[config.mk]
export PLATFORM = sky130hd
export DESIGN_NAME = fetch_sequencer
export DESIGN_NICKNAME = d
export VERILOG_FILES = /design/src/rtl/fetch_sequencer.sv
export SDC_FILE = /design/constraint.sdc
export NUM_CORES = 1
export LEC_CHECK = 0
export BUFFER_PORTS_ARGS = -buffer_cell sky130_fd_sc_hd__buf_2
export CAP_MARGIN = 20
export CORE_MARGIN = 3
export CORE_UTILIZATION = 45
export DETAILED_ROUTE_END_ITERATION = 6
export PLACE_DENSITY = 0.75
export SLEW_MARGIN = 5
export SYNTH_ARGS = -nofsm -noshare
export SYNTH_HDL_FRONTEND = slang
export SYNTH_SLANG_ARGS = --single-unit
[constraint.sdc]
create_clock -name clk -period 2.5 [get_ports clk]
set_input_delay 0.125 -clock clk [delete_from_list [all_inputs] [get_ports clk]]
set_output_delay 0.125 -clock clk [all_outputs]
set_load 0.1 [all_outputs]
[src/rtl/fetch_sequencer.sv]
// ============================================================================
// Module   : fetch_sequencer
// Brief    : RV32I instruction-fetch controller. Owns the PC, runs the imem
//            grant/response handshake and holds one instruction for decode.
//            Optional macro MISALIGN_CHECK_EN: misaligned redirect targets
//            become fault slots instead of memory requests.
// Revision : 1.0 - initial release
// ============================================================================
`default_nettype none

module fetch_sequencer #(
    parameter logic [31:0] RESET_PC = 32'h0000_0000
) (
    input  logic        clk,
    input  logic        reset,
    input  logic        redirect_valid_i,
    input  logic [31:0] redirect_pc_i,
    input  logic        id_ready_i,
    output logic        imem_req_o,
    output logic [31:0] imem_addr_o,
    input  logic        imem_gnt_i,
    input  logic        imem_rvalid_i,
    input  logic [31:0] imem_rdata_i,
    output logic        if_valid_o,
    output logic [31:0] if_pc_o,
    output logic [31:0] if_instr_o,
    output logic        if_fault_o
);

    localparam logic [31:0] C_NOP = 32'h0000_0013;

    typedef enum logic [2:0] {
        S_IDLE = 3'd0,
        S_REQ  = 3'd1,
        S_WAIT = 3'd2,
        S_FULL = 3'd3,
        S_KILL = 3'd4
    } state_t;

    state_t      r_state, w_state_nxt;
    logic [31:0] r_pc, w_pc_nxt;
    logic [31:0] r_if_pc, w_if_pc_nxt;
    logic [31:0] r_if_instr, w_if_instr_nxt;
    logic        r_if_fault, w_if_fault_nxt;
    logic        r_fault_pend, w_fault_pend_nxt;
    logic [31:0] w_target;
    logic        w_misaligned;
    logic        w_drain;

`ifdef MISALIGN_CHECK_EN
    assign w_target     = redirect_pc_i;
    assign w_misaligned = |redirect_pc_i[1:0];
`else
    assign w_target     = redirect_pc_i & 32'hFFFF_FFFC;
    assign w_misaligned = 1'b0;
`endif

    always_ff @(posedge clk or posedge reset) begin
        if (reset) begin
            r_state      <= S_IDLE;
            r_pc         <= RESET_PC;
            r_if_pc      <= 32'h0000_0000;
            r_if_instr   <= C_NOP;
            r_if_fault   <= 1'b0;
            r_fault_pend <= 1'b0;
        end else begin
            r_state      <= w_state_nxt;
            r_pc         <= w_pc_nxt;
            r_if_pc      <= w_if_pc_nxt;
            r_if_instr   <= w_if_instr_nxt;
            r_if_fault   <= w_if_fault_nxt;
            r_fault_pend <= w_fault_pend_nxt;
        end
    end

    always_comb begin
        w_state_nxt      = r_state;
        w_pc_nxt         = r_pc;
        w_if_pc_nxt      = r_if_pc;
        w_if_instr_nxt   = r_if_instr;
        w_if_fault_nxt   = r_if_fault;
        w_fault_pend_nxt = r_fault_pend;
        // A granted request still owed a response after this edge must drain
        w_drain = ((r_state == S_REQ) && imem_gnt_i) ||
                  (((r_state == S_WAIT) || (r_state == S_KILL)) && !imem_rvalid_i);

        if (redirect_valid_i) begin
            w_pc_nxt         = w_target;
            w_fault_pend_nxt = 1'b0;
            if (w_drain) begin
                w_state_nxt      = S_KILL;
                w_fault_pend_nxt = w_misaligned;
            end else if (w_misaligned) begin
                w_state_nxt    = S_FULL;
                w_if_pc_nxt    = w_target;
                w_if_instr_nxt = C_NOP;
                w_if_fault_nxt = 1'b1;
                w_pc_nxt       = w_target + 32'd4;
            end else begin
                w_state_nxt = S_REQ;
            end
        end else begin
            case (r_state)
                S_IDLE: w_state_nxt = S_REQ;
                S_REQ: begin
                    if (imem_gnt_i) w_state_nxt = S_WAIT;
                end
                S_WAIT: begin
                    if (imem_rvalid_i) begin
                        w_state_nxt    = S_FULL;
                        w_if_pc_nxt    = r_pc;
                        w_if_instr_nxt = imem_rdata_i;
                        w_if_fault_nxt = 1'b0;
                        w_pc_nxt       = r_pc + 32'd4;
                    end
                end
                S_FULL: begin
                    if (id_ready_i) w_state_nxt = S_REQ;
                end
                S_KILL: begin
                    if (imem_rvalid_i) begin
                        if (r_fault_pend) begin
                            // r_pc already holds the misaligned target
                            w_state_nxt      = S_FULL;
                            w_if_pc_nxt      = r_pc;
                            w_if_instr_nxt   = C_NOP;
                            w_if_fault_nxt   = 1'b1;
                            w_pc_nxt         = r_pc + 32'd4;
                            w_fault_pend_nxt = 1'b0;
                        end else begin
                            w_state_nxt = S_REQ;
                        end
                    end
                end
                default: w_state_nxt = S_IDLE;
            endcase
        end
    end

    assign imem_req_o  = (r_state == S_REQ);
    assign imem_addr_o = r_pc;
    assign if_valid_o  = (r_state == S_FULL) && !redirect_valid_i;
    assign if_pc_o     = r_if_pc;
    assign if_instr_o  = r_if_instr;
    assign if_fault_o  = r_if_fault;

endmodule

`default_nettype wire

* Word-level counts from Yosys, hierarchy flattened
Index checks and enable logic that the tools add are counted.
W data, S select, Z words.
** Storage, ports and cells
- Input port bits :: 70
- ROM bits :: 0
- Logic and storage cells :: 63
- Bits in writable memories :: 0
- Memories kept :: 0
- Output and inout bits :: 99
- Flip-flop bits (word level) :: 101
- Bits in latches :: 0
** Operators by class
- $mul :: 0
- Div/mod/pow operators :: 0
- $add $sub $neg :: 1
- Magnitude comparators :: 0
- Shift operators :: 0
- Bitwise operators :: 1
- Reductions and logical operators :: 16
- Equality and inequality tests :: 12
- Muxes and demuxes :: 27
** Operators by type and width (count)
- $mux W32 :: 10
- $pmux W32 S2 :: 3
- $add A32 B3 Y32 const B :: 1
- $mux W3 :: 6
- $pmux W3 S5 :: 1
- $ne A3 B3 Y1 const B :: 4
- $reduce_and A4 Y1 :: 2
- $eq A3 B2 Y1 const B :: 2
- $ne A2 B2 Y1 const B :: 3
- $reduce_bool A2 Y1 :: 3
- $mux W1 :: 5
- $reduce_and A5 Y1 :: 1
- $eq A3 B1 Y1 const B :: 1
- $eq A3 B3 Y1 const B :: 1
- $logic_and A1 B1 Y1 :: 3
- $logic_not A3 Y1 :: 1
- $ne A3 B2 Y1 const B :: 1
- $reduce_bool A3 Y1 :: 1
- $logic_not A1 Y1 :: 2
- $logic_or A1 B1 Y1 :: 2
- $mux W2 :: 1
- $pmux W1 S2 :: 1
- $reduce_and A2 Y1 :: 1
- $not A1 Y1 :: 1

* Depth between registers and ports, before layout
Gate-level depths: netlist (run 1).
- Depth in word-level cells :: 6
- Gate-level depth with buffers :: 7
- Gate-level depth less buffers :: 4

* Worst setup path after synthesis (run 1)
Ideal clock, no wire load.
- Path type :: reg-to-output
- Start point :: register r_state[1]
- End point :: output imem_req_o
- Path buffers :: 1
- Setup slack :: -339 ps
- Data required time :: 2375 ps
- Arrival :: 2714 ps
- Stages on the path, launching flop included :: 3
- Cell sequence :: dfrtp_1 -> buf_4 -> nor3b_1
** On the way
- Cells in the longest elaborated chain, start to end :: 1
** RTL lines
- start: declaration :: line 40 : state_t r_state, w_state_nxt;
- start signal: assignment :: line 67 : r_state <= w_state_nxt;
- $eq A3 B1 Y1 :: line 140 : assign imem_req_o = (r_state == S_REQ);
- end: declaration :: line 19 : output logic imem_req_o,
Every way passes these cells.

* Worst setup path after layout (run 1)
- Start point :: register r_state[1]
- End point :: register r_pc[22], in the netlist imem_addr_o[22]
** On the way
- Cells in the longest elaborated chain, start to end :: 3
- Elaborated cells on any way between the ends :: 9
- Classes of those cells :: eq/ne: 5; mux: 2; reduce/logical: 2
** RTL lines
- $eq A3 B3 Y1 or $eq A3 B2 Y1 (tied branches) :: line 103 : case (r_state)
- $ne A3 B3 Y1 (no line) (tied with other cells)
- $reduce_and A4 Y1 (no line) or $mux W32 (tied branches)
- end signal: assignment :: line 68 : r_pc <= w_pc_nxt;
- end: declaration :: line 41 : logic [31:0] r_pc, w_pc_nxt;
Parallel ways exist; a longest one is shown, timed or not.
A chain may end at the register's enable or synchronous reset.

==> results of run 1 <==
==> Yosys cell counts (3+ instances only) <==
cell type and count:
and3_1 5, o41ai_1 5, dfstp_2 3, nand4_1 10
dfrtp_1 93, xor2_1 5, clkbuf_1 6, xnor2_1 3
buf_4 5, buf_2 6, or4_1 10, nand4b_1 3
a21oi_1 3, a31oi_1 11, nand3_1 20, clkbuf_8 3
inv_1 8, o31ai_1 5, nand2_1 27, nor2_1 17
and4_1 3, nor4_1 3, or3_1 4, buf_6 4
o211ai_1 6, mux2_2 63, o21ai_0 12
==> final cells by class <==
| cell class | instances | area [um^2] |
|---|---|---|
| clock inverter | 6 | 140.1 |
| sequential | 96 | 2406 |
| multi-input combinational | 251 | 1958 |
| inverter | 8 | 33.78 |
| tap | 133 | 166.4 |
| clock buffer | 10 | 127.6 |
| timing repair buffer | 217 | 1371 |
| fill | 812 | 3616 |
==> flip-flops by register name, summed over array words and instances, names as in the netlist <==
name         cells
if_fault_o       1
imem_addr_o     30
r_state          3
if_pc_o         30
if_instr_o      32
==> per-stage QoR <==
| step | area (um^2) | hold WS [ns] | std cells | setup slack, ns | total power, mW |
|---|---|---|---|---|---|
| floorplan | 4577 | 0.2449 | 381 | 0.05132 | 6.341 |
| global placement | 5445 | 0.2931 | 656 | 0.4743 | 6.974 |
| detailed placement | 5445 | 0.3154 | 656 | 0.4254 | 7.054 |
| CTS | 6203 | 0.0002086 | 721 | 0.4024 | 8.452 |
| global route | 6203 | 0.003217 | 721 | 0.1900 | 8.698 |
| finish | 6203 | 0.01439 | 721 | 0.4155 | 8.408 |
==> metal layers <==
metal  part of all wire [%]  wire length [um]  vias to the layer above  global-route usage (%)
met3                    5.1               611                       10                   4.455
met4                    1.2               138                        0                   4.932
li1                       -                 -                     1823                       -
met5                      0                 0                        -                       0
met2                     53              6251                      112                   36.42
met1                     41              4880                     1864                   27.98
==> worst reg2reg max path, stage by stage (launching register included) <==
cell	delay [ns]
dfrtp_1	0.56
and4bb_1	0.40
nand4_4	0.29
or4_1	0.58
a31oi_1	0.18
==> logic make-up (layout without fill, tap and decap cells) <==
| logic type | count (synthesis) | count (layout) | synth area share, % |
|---|---|---|---|
| simple gates | 124 | 124 | 17.27 |
| flops | 96 | 96 | 52.80 |
| buf+inv | 34 | 241 | 4.750 |
| xor+xnor | 8 | 8 | 1.538 |
| compound gates | 50 | 50 | 7.496 |
| fa+ha+maj | 1 | 1 | 0.2745 |
| mux | 64 | 64 | 15.79 |
| other cells | 1 | 4 | 0.08229 |
==> path summary, 6_finish.rpt <==
kind,from,end,depth (start not counted)
min reg2reg,if_pc_o[18]$_DFFE_PP0P_,if_pc_o[18]$_DFFE_PP0P_,1
max in group asynchronous,reset,r_state[2]$_DFFE_PP0P_,4
min,imem_rdata_i[14],if_instr_o[14]$_DFFE_PP0P_,2
min in group asynchronous,reset,if_instr_o[28]$_DFFE_PP0P_,3
max reg2reg,r_state[1]$_DFFE_PP0P_,imem_addr_o[22]$_DFFE_PP0P_,4
max,r_state[1]$_DFFE_PP0P_,imem_addr_o[22]$_DFFE_PP0P_,4
==> power by group through the flow <==
stage | clock [mW] | combinational [mW] | sequential [mW]
final | 1.33 | 4.74 | 2.34
after floorplan | 0 | 0.773 | 5.57
after global placement | 0 | 4.66 | 2.32
after CTS | 1.36 | 4.76 | 2.33
after detailed placement | 0 | 4.69 | 2.36
after global routing | 1.42 | 4.87 | 2.41
==> results.json, run 1 <==
{
  "synth_enable_flop_cells": 0,
  "drive_above_1_share_pct": 45.24,
  "cp.arrival_ns": 2.36,
  "slowest_stage": "or4_1",
  "vias": 3809,
  "final_nets": 654,
  "grt_pass1_vias": 3912,
  "yosys-top-cells-area": "dfrtp_1 51%, mux2_2 16%, nand2_1 2.2%",
  "route.detailed.wl_per_inst_um": 16.48,
  "cts_inserted_buffers": 9,
  "critPathMaxStageDelay_ns": 0.57,
  "leakage_nw": 2.984,
  "die_w_um": 106.6,
  "clk_pin_slew_ns": 0.09,
  "syn2layout_area_growth_pct": 36.13,
  "switching_share_pct": 57.14,
  "crit_path_max_fanout": 19,
  "power.switching_mw": 4.804,
  "h-tree-depth": 3,
  "worst_pin_slew_ns": 0.8972,
  "period_share_pct": 83.38,
  "grt_max_degree": 61,
  "cts.sinks": 96,
  "firstDrtPassIters": 4,
  "synth.top_cell.area_share_pct": 51.07,
  "finalCriticalPeriod_ns": 2.085,
  "final_cell_mix": "162 x buf_2, 93 x dfrtp_1, 63 x mux2_2",
  "hold_buffers": 49,
  "critPathRequiredTime_ns": 2.78,
  "hpwl_mm": 8.143,
  "worst_slew_margin_rel_pct": 39.64,
  "power_density_nw_per_um2": 1355,
  "synth_seq_cells": 96,
  "p_clk_share_pct": 15.9,
  "antenna_found_initial": 0,
  "hold_viol": 0,
  "rsz0062_at_grt": "no",
  "seq_area_frac_synth_pct": 52.80,
  "final_util_pct": 63.18,
  "fmax_ghz": 0.4797,
  "yosysWarnings": 0,
  "cts_root_buf": "clkbuf_8",
  "globalplace.congestion": 0.7846,
  "io_pins": 169,
  "synthCells": 378,
  "drt_iter0_drc": 182,
  "setup-tns-final_ns": 0,
  "cts.path.max_buffers": 2,
  "dieArea_um2": 11370,
  "status": "finished, final reports clean",
  "post_cts_buffers": 0,
  "hold_class": "primary input to register",
  "grt_usage_pct": 21.31,
  "yosys.area.top_type": "dfrtp_1",
  "initial_core_util_pct": 46.41,
  "path_class": "register to register",
  "grt_pass1_wl_mm": 19.44,
  "ys_types": 56,
  "cp.buffers_inverters": 0,
  "synth_area_um2": 4557,
  "insertion_delay_ns": 0.37,
  "crit_chain": "and4bb_1, nand4_4, or4_1, a31oi_1",
  "finClkSkew_ns": 0.01364,
  "drc": 0,
  "cap_violations": 0,
  "setup-violations-final": 0,
  "ys_async_sr_fraction_pct": 100.0,
  "cts_resized": 0,
  "vias_per_cell": 5.283,
  "ir_worst_vdd_uv": 985.9,
  "overflow": 0,
  "rows": 36,
  "r2r_setup_slack_ns": 0.42,
  "io_buffers": 162,
  "start_kind": "register",
  "crit_path_end_kind": "register",
  "ant_nets": 0,
  "cts_tree": "built",
  "ys.flop_type": "dfrtp_1",
  "crit_family": "simple AND/OR/NAND/NOR gates",
  "final_common_cell": "buf_2",
  "seqPwrFrac_pct": 27.8,
  "coreArea_um2": 9819,
  "wl_mm": 11.88,
  "drv_slew": 0,
  "pwr-share-comb_pct": 56.3,
  "p_int_mw": 3.604,
  "die_h_um": 106.6,
  "synth.avg_cell_area_um2": 12.06,
  "antennaDiodeCount": 0
}
Note: power is estimated with default switching activity, not from simulation.
==> inputs of run 2 (changes only) <==
==> constraint.sdc (replaced) <==
create_clock -name clk -period 1.85 [get_ports clk]
set_input_delay 0.0925 -clock clk [delete_from_list [all_inputs] [get_ports clk]]
set_output_delay 0.0925 -clock clk [all_outputs]
set_load 0.1 [all_outputs]
==> results.json, run 2 (synthesized netlist as in run 1, its figures left out) <==
{
  "min_from": "redirect_pc_i[26]",
  "hold_depth": 3,
  "final_util_pct": 66.79,
  "hold_class": "primary input to register",
  "coreArea_um2": 9819,
  "power_density_nw_per_um2": 1710,
  "path_class": "register to register",
  "critPathRequiredTime_ns": 2.09,
  "h-tree-depth": 3,
  "r2r_end": "imem_addr_o[23]$_DFFE_PP0P_",
  "period_share_pct": 97.22,
  "leakage_nw": 3.094,
  "crit_path_max_fanout": 10,
  "antennaDiodeCount": 0,
  "ir_worst_vdd_uv": 1139,
  "finClkSkew_ns": 0.008714,
  "io_pins": 169,
  "cap_violations": 0,
  "cts.path.max_buffers": 2,
  "wl_mm": 12.27,
  "min_to": "imem_addr_o[26]$_DFFE_PP0P_",
  "final_cell_mix": "162 x buf_2, 70 x dfrtp_1, 63 x mux2_2",
  "fmax_ghz": 0.5560,
  "worst_pin_slew_ns": 0.6587,
  "firstDrtPassIters": 4,
  "final_nets": 686,
  "status": "finished, final reports clean",
  "overflow": 0,
  "cts_root_buf": "clkbuf_8",
  "grt_usage_pct": 21.16,
  "finalCriticalPeriod_ns": 1.799,
  "grt_pass1_wl_mm": 19.23,
  "vias": 4000,
  "setup-violations-final": 0,
  "crit_chain": "buf_6, nand4bb_4, nor4_4, a41oi_2, a221o_1",
  "cts_tree": "built",
  "worst_slack_ns": 0.05136,
  "drive_above_1_share_pct": 51.61,
  "p_total_mw": 11.22,
  "syn2layout_area_growth_pct": 43.93,
  "drv_slew": 0,
  "hold_viol": 0,
  "slowest_stage": "nor4_4",
  "drc": 0,
  "dieArea_um2": 11370,
  "largest_reg_flops": 32,
  "clk_pin_slew_ns": 0.09,
  "crit_path_end_kind": "register",
  "worst_slew_margin_rel_pct": 56.04,
  "setup-tns-final_ns": 0,
  "placed_cell_area_um2": 5663,
  "drt_iter0_drc": 224,
  "initial_core_util_pct": 46.41,
  "start_kind": "register",
  "r2r_setup_slack_ns": 0.05,
  "rows": 36,
  "dpl_worst_slack_ns": 0.003963,
  "vias_per_cell": 5.312,
  "critPathMaxStageDelay_ns": 0.42,
  "multi_input_area_um2": 2057,
  "die_w_um": 106.6,
  "fin_area_um2": 6559,
  "reg2reg_from": "r_state[2]$_DFFE_PP0P_",
  "cts_inserted_buffers": 9,
  "route.detailed.wl_per_inst_um": 16.29,
  "final_common_cell": "buf_2",
  "seqCellArea_um2": 2435,
  "cp.arrival_ns": 2.04,
  "rsz0062_at_grt": "yes",
  "antenna_found_initial": 0,
  "worst_r2r_path_depth": 5,
  "die_h_um": 106.6,
  "nFillCells": 783,
  "grt_max_degree": 97,
  "ant_nets": 0,
  "hpwl_mm": 8.247,
  "grt_pass1_vias": 3882,
  "globalplace.congestion": 0.8382,
  "insertion_delay_ns": 0.35,
  "io_buffers": 162,
  "cts.sinks": 96
}
## run 2: changes by cell type in the layout (fill, tap and decap cells not counted), sizes merged
cell and change:
dlygate4sd3 +10, clkinv +1, buf +22, inv -1, clkbuf +2, bufinv -2
## run 2: where the power goes
group	internal, mW	switching, mW	leakage (nW)
Sequential	2.74	0.382	1.18
Clock	0.808	0.721	0.111
Combinational	1.17	5.40	1.80
## run 2: layout make-up
cell class                 count  share of cell area, %
tap                          133                  2.537
sequential                    96                  37.12
multi-input combinational    251                  31.36
timing repair buffer         249                  25.07
clock inverter                 4                  1.183
clock buffer                  12                  2.213
inverter                       8                 0.5151
## run 2: worst max path at each step
stage	startpoint	to	slack (ns)	cells after the start
after global routing	r_state[2]$_DFFE_PP0P_	imem_addr_o[23]$_DFFE_PP0P_	-0.03	5
after detailed placement	r_state[0]$_DFFE_PP0P_	imem_addr_o[22]$_DFFE_PP0P_	0.004	4
after floorplan	imem_addr_o[18]$_DFFE_PP0P_	imem_addr_o[24]$_DFFE_PP0P_	-0.21	5
after CTS	r_state[0]$_DFFE_PP0P_	imem_addr_o[23]$_DFFE_PP0P_	0.006	5
final	r_state[2]$_DFFE_PP0P_	imem_addr_o[23]$_DFFE_PP0P_	0.05	5
after global placement	r_state[0]$_DFFE_PP0P_	imem_addr_o[22]$_DFFE_PP0P_	0.07	4
## run 2: repair_timing
action,4_1_cts,5_1_grt
hold buffers,59,0
setup buffers,3,4
gates cloned,0,0
pin swaps,1,3
endpoints found under the setup margin,1,29
hold endpoints to repair,151,0
gates resized for setup,0,6
## run 2: worst max-delay path: cells and delay by family, from the launching register on
family	cells	cell delay, ns
AOI/OAI and AO/OA	2	0.43
buffers and inverters	1	0.14
DFF	1	0.40
and+or+nand+nor	2	0.71
## run 2: stage by stage
step	cells	hold slack, ns
floorplan	381	0.2123
global placement	671	0.2768
detailed placement	671	0.2876
CTS	749	0.01089
global route	753	0.02110
finish	753	0.02594
## run 2: per-layer routing
layer	track usage (%)	share of wire, %	vias up
met1	25.69	40	1954
met4	6.849	1.8	0
met3	4.034	6.3	23
li1	-	-	1874
met2	37.86	52	149
met5	0	0	-
==> inputs of run 3 (changes only) <==
--- a/config.mk
+++ b/config.mk
@@ -5,10 +5,11 @@
 export SDC_FILE = /design/constraint.sdc
 export NUM_CORES = 1
 export LEC_CHECK = 0
+export ABC_AREA = 1
 export BUFFER_PORTS_ARGS = -buffer_cell sky130_fd_sc_hd__buf_2
 export CAP_MARGIN = 20
 export CORE_MARGIN = 3
-export CORE_UTILIZATION = 45
+export CORE_UTILIZATION = 46
 export DETAILED_ROUTE_END_ITERATION = 6
 export PLACE_DENSITY = 0.75
 export SLEW_MARGIN = 5
==> results.json, run 3 <==
{
  "grt_pass1_wl_mm": 20.76,
  "antenna_found_initial": 0,
  "cts_tree": "built",
  "status": "finished, final reports clean",
  "yosys-top-cells-area": "dfrtp_1 47%, nand2_1 13%, mux2_4 11%",
  "synth_fa_ha_area_share_pct": 0.2550,
  "cts.sinks": 96,
  "synth.top_cell.area_share_pct": 47.42,
  "cts_inserted_buffers": 9,
  "coreArea_um2": 10370,
  "synth_seq_cells": 96,
  "synth_area_um2": 4907,
  "drc": 0,
  "period_share_pct": 92.85,
  "cp.arrival_ns": 1.97,
  "syn2layout_area_growth_pct": 34.63,
  "insertion_delay_ns": 0.36,
  "crit_path_max_fanout": 16,
  "worst_r2r_path_depth": 6,
  "rows": 37,
  "fin_area_um2": 6606,
  "h-tree-depth": 3,
  "synthXorXnorAreaFrac_pct": 0.3570,
  "synth_top_family_by_area": "simple AND/OR/NAND/NOR gates",
  "fin_cells": 916,
  "ys_types": 33,
  "grt_pass1_vias": 4223,
  "synth_compound_area_share_pct": 5.635,
  "final_nets": 846,
  "start_kind": "register",
  "overflow": 0,
  "crit_path_end_kind": "register",
  "synth_most_common_cell": "nand2_1",
  "hold_depth": 3,
  "hpwl_mm": 9.414,
  "dp_cells": 852,
  "r2r_setup_slack_ns": 0.13,
  "fmax_ghz": 0.5822,
  "drt_iter0_drc": 257,
  "placed_cell_area_um2": 5901,
  "setup-violations-final": 0,
  "cts.path.max_buffers": 2,
  "grt_max_degree": 69,
  "drv_slew": 0,
  "firstDrtPassIters": 5,
  "hold_class": "primary input to register",
  "finalCriticalPeriod_ns": 1.718,
  "worst_slack_ns": 0.1323,
  "ys_async_sr_fraction_pct": 100.0,
  "cts_root_buf": "clkbuf_8",
  "synth.avg_cell_area_um2": 8.670,
  "seq_area_frac_synth_pct": 49.03,
  "ys.flop_type": "dfrtp_1",
  "path_class": "register to register",
  "muxShareOfSynthArea_pct": 11.14,
  "antennaDiodeCount": 0,
  "r2r_end": "if_instr_o[26]$_DFFE_PP0P_",
  "vias": 4528,
  "finClkSkew_ns": 0.007116,
  "drive_above_1_share_pct": 34.87,
  "vias_per_cell": 4.943,
  "grt_usage_pct": 22.36,
  "die_h_um": 109.3,
  "clk_pin_slew_ns": 0.09,
  "globalplace.congestion": 0.9170,
  "dieArea_um2": 11940,
  "hold_viol": 0,
  "io_buffers": 162,
  "final_cell_mix": "165 x nand2_1, 162 x buf_2, 75 x nor2_1",
  "synth_commonest_cells": "167 x nand2_1, 93 x dfrtp_1, 76 x nor2_1",
  "io_pins": 169,
  "reg2reg_from": "r_state[0]$_DFFE_PP0P_",
  "final_common_cell": "nand2_1",
  "dpl_worst_slack_ns": 0.1314,
  "largest_reg_flops": 32,
  "synthCells": 566,
  "critPathRequiredTime_ns": 2.10,
  "synthSimpleGateAreaFrac_pct": 26.80,
  "min_from": "redirect_pc_i[5]",
  "route.detailed.wl_per_inst_um": 14.77,
  "cap_violations": 0,
  "initial_core_util_pct": 47.32,
  "wl_mm": 13.53,
  "ant_nets": 0,
  "min_to": "imem_addr_o[5]$_DFFE_PP0P_",
  "synth_enable_flop_cells": 0,
  "die_w_um": 109.3,
  "yosys.area.top_type": "dfrtp_1",
  "hold_slack_ns": 0.03616,
  "post_cts_buffers": 0,
  "yosysWarnings": 0,
  "rsz0062_at_grt": "no"
}
[run 3: per-stage QoR]
step	setup TNS [ns]	util (%)
global route	0	63.71
floorplan	-0.03420	-
global placement	0	56.90
finish	0	63.71
CTS	0	63.65
detailed placement	0	56.90
[run 3: final cells by class]
| cell class | count | area, um^2 |
|---|---|---|
| multi-input cells | 405 | 2230 |
| clock buffers | 10 | 127.6 |
| clock inverters | 6 | 91.34 |
| well taps | 136 | 170.2 |
| flip-flops and latches | 96 | 2432 |
| repair buffers | 218 | 1380 |
| fillers | 879 | 3764 |
| inverters | 45 | 175.2 |
[run 3: how the worst max path moves through the flow]
stage	from	endpoint	slack [ns]	cells after the start
global route	r_state[0]$_DFFE_PP0P_	imem_addr_o[9]$_DFFE_PP0P_	0.01	8
finish	r_state[0]$_DFFE_PP0P_	if_instr_o[26]$_DFFE_PP0P_	0.13	6
CTS	r_state[0]$_DFFE_PP0P_	imem_addr_o[12]$_DFFE_PP0P_	0.09	8
global placement	r_state[0]$_DFFE_PP0P_	if_instr_o[31]$_DFFE_PP0P_	0.20	6
detailed placement	r_state[0]$_DFFE_PP0P_	imem_addr_o[12]$_DFFE_PP0P_	0.13	8
floorplan	imem_addr_o[2]$_DFFE_PP0P_	imem_addr_o[26]$_DFFE_PP0P_	-0.02	10
[run 3: worst max-delay path, cell delays in order, from the launching register on]
cell     delay, ns
dfrtp_1       0.41
inv_2         0.10
nand3_2       0.16
nor2_8        0.21
nand2_4       0.16
buf_4         0.25
mux2_4        0.31
[run 3: what timing repair did]
item / CTS / global route
endpoints found under the hold margin: 140 / 0
hold buffers: 48 / 0
gates resized for setup: 0 / 3
setup endpoints to repair: 0 / 7
[run 3: kinds of logic (layout without fill, tap and decap cells)]
logic type	after synthesis	count (layout)
XOR/XNOR	2	2
other	1	4
adder cells (fa/ha/maj)	1	1
buffers and inverters	68	279
AO/OA/AOI/OAI	50	50
multiplexers	37	37
AND/OR/NAND/NOR	311	311
flip-flops	96	96
[run 3: per-layer routing]
metal	routed length (um)	GRT usage (%)	vias up
li1	-	-	2219
met3	974	4.796	12
met4	165	6.679	0
met2	6564	38.03	174
met1	5827	28.69	2123
met5	0	0	-
Power of run 3 is not shown: default switching activity piles up to over one toggle a cycle in this logic, so the estimate is an artifact.
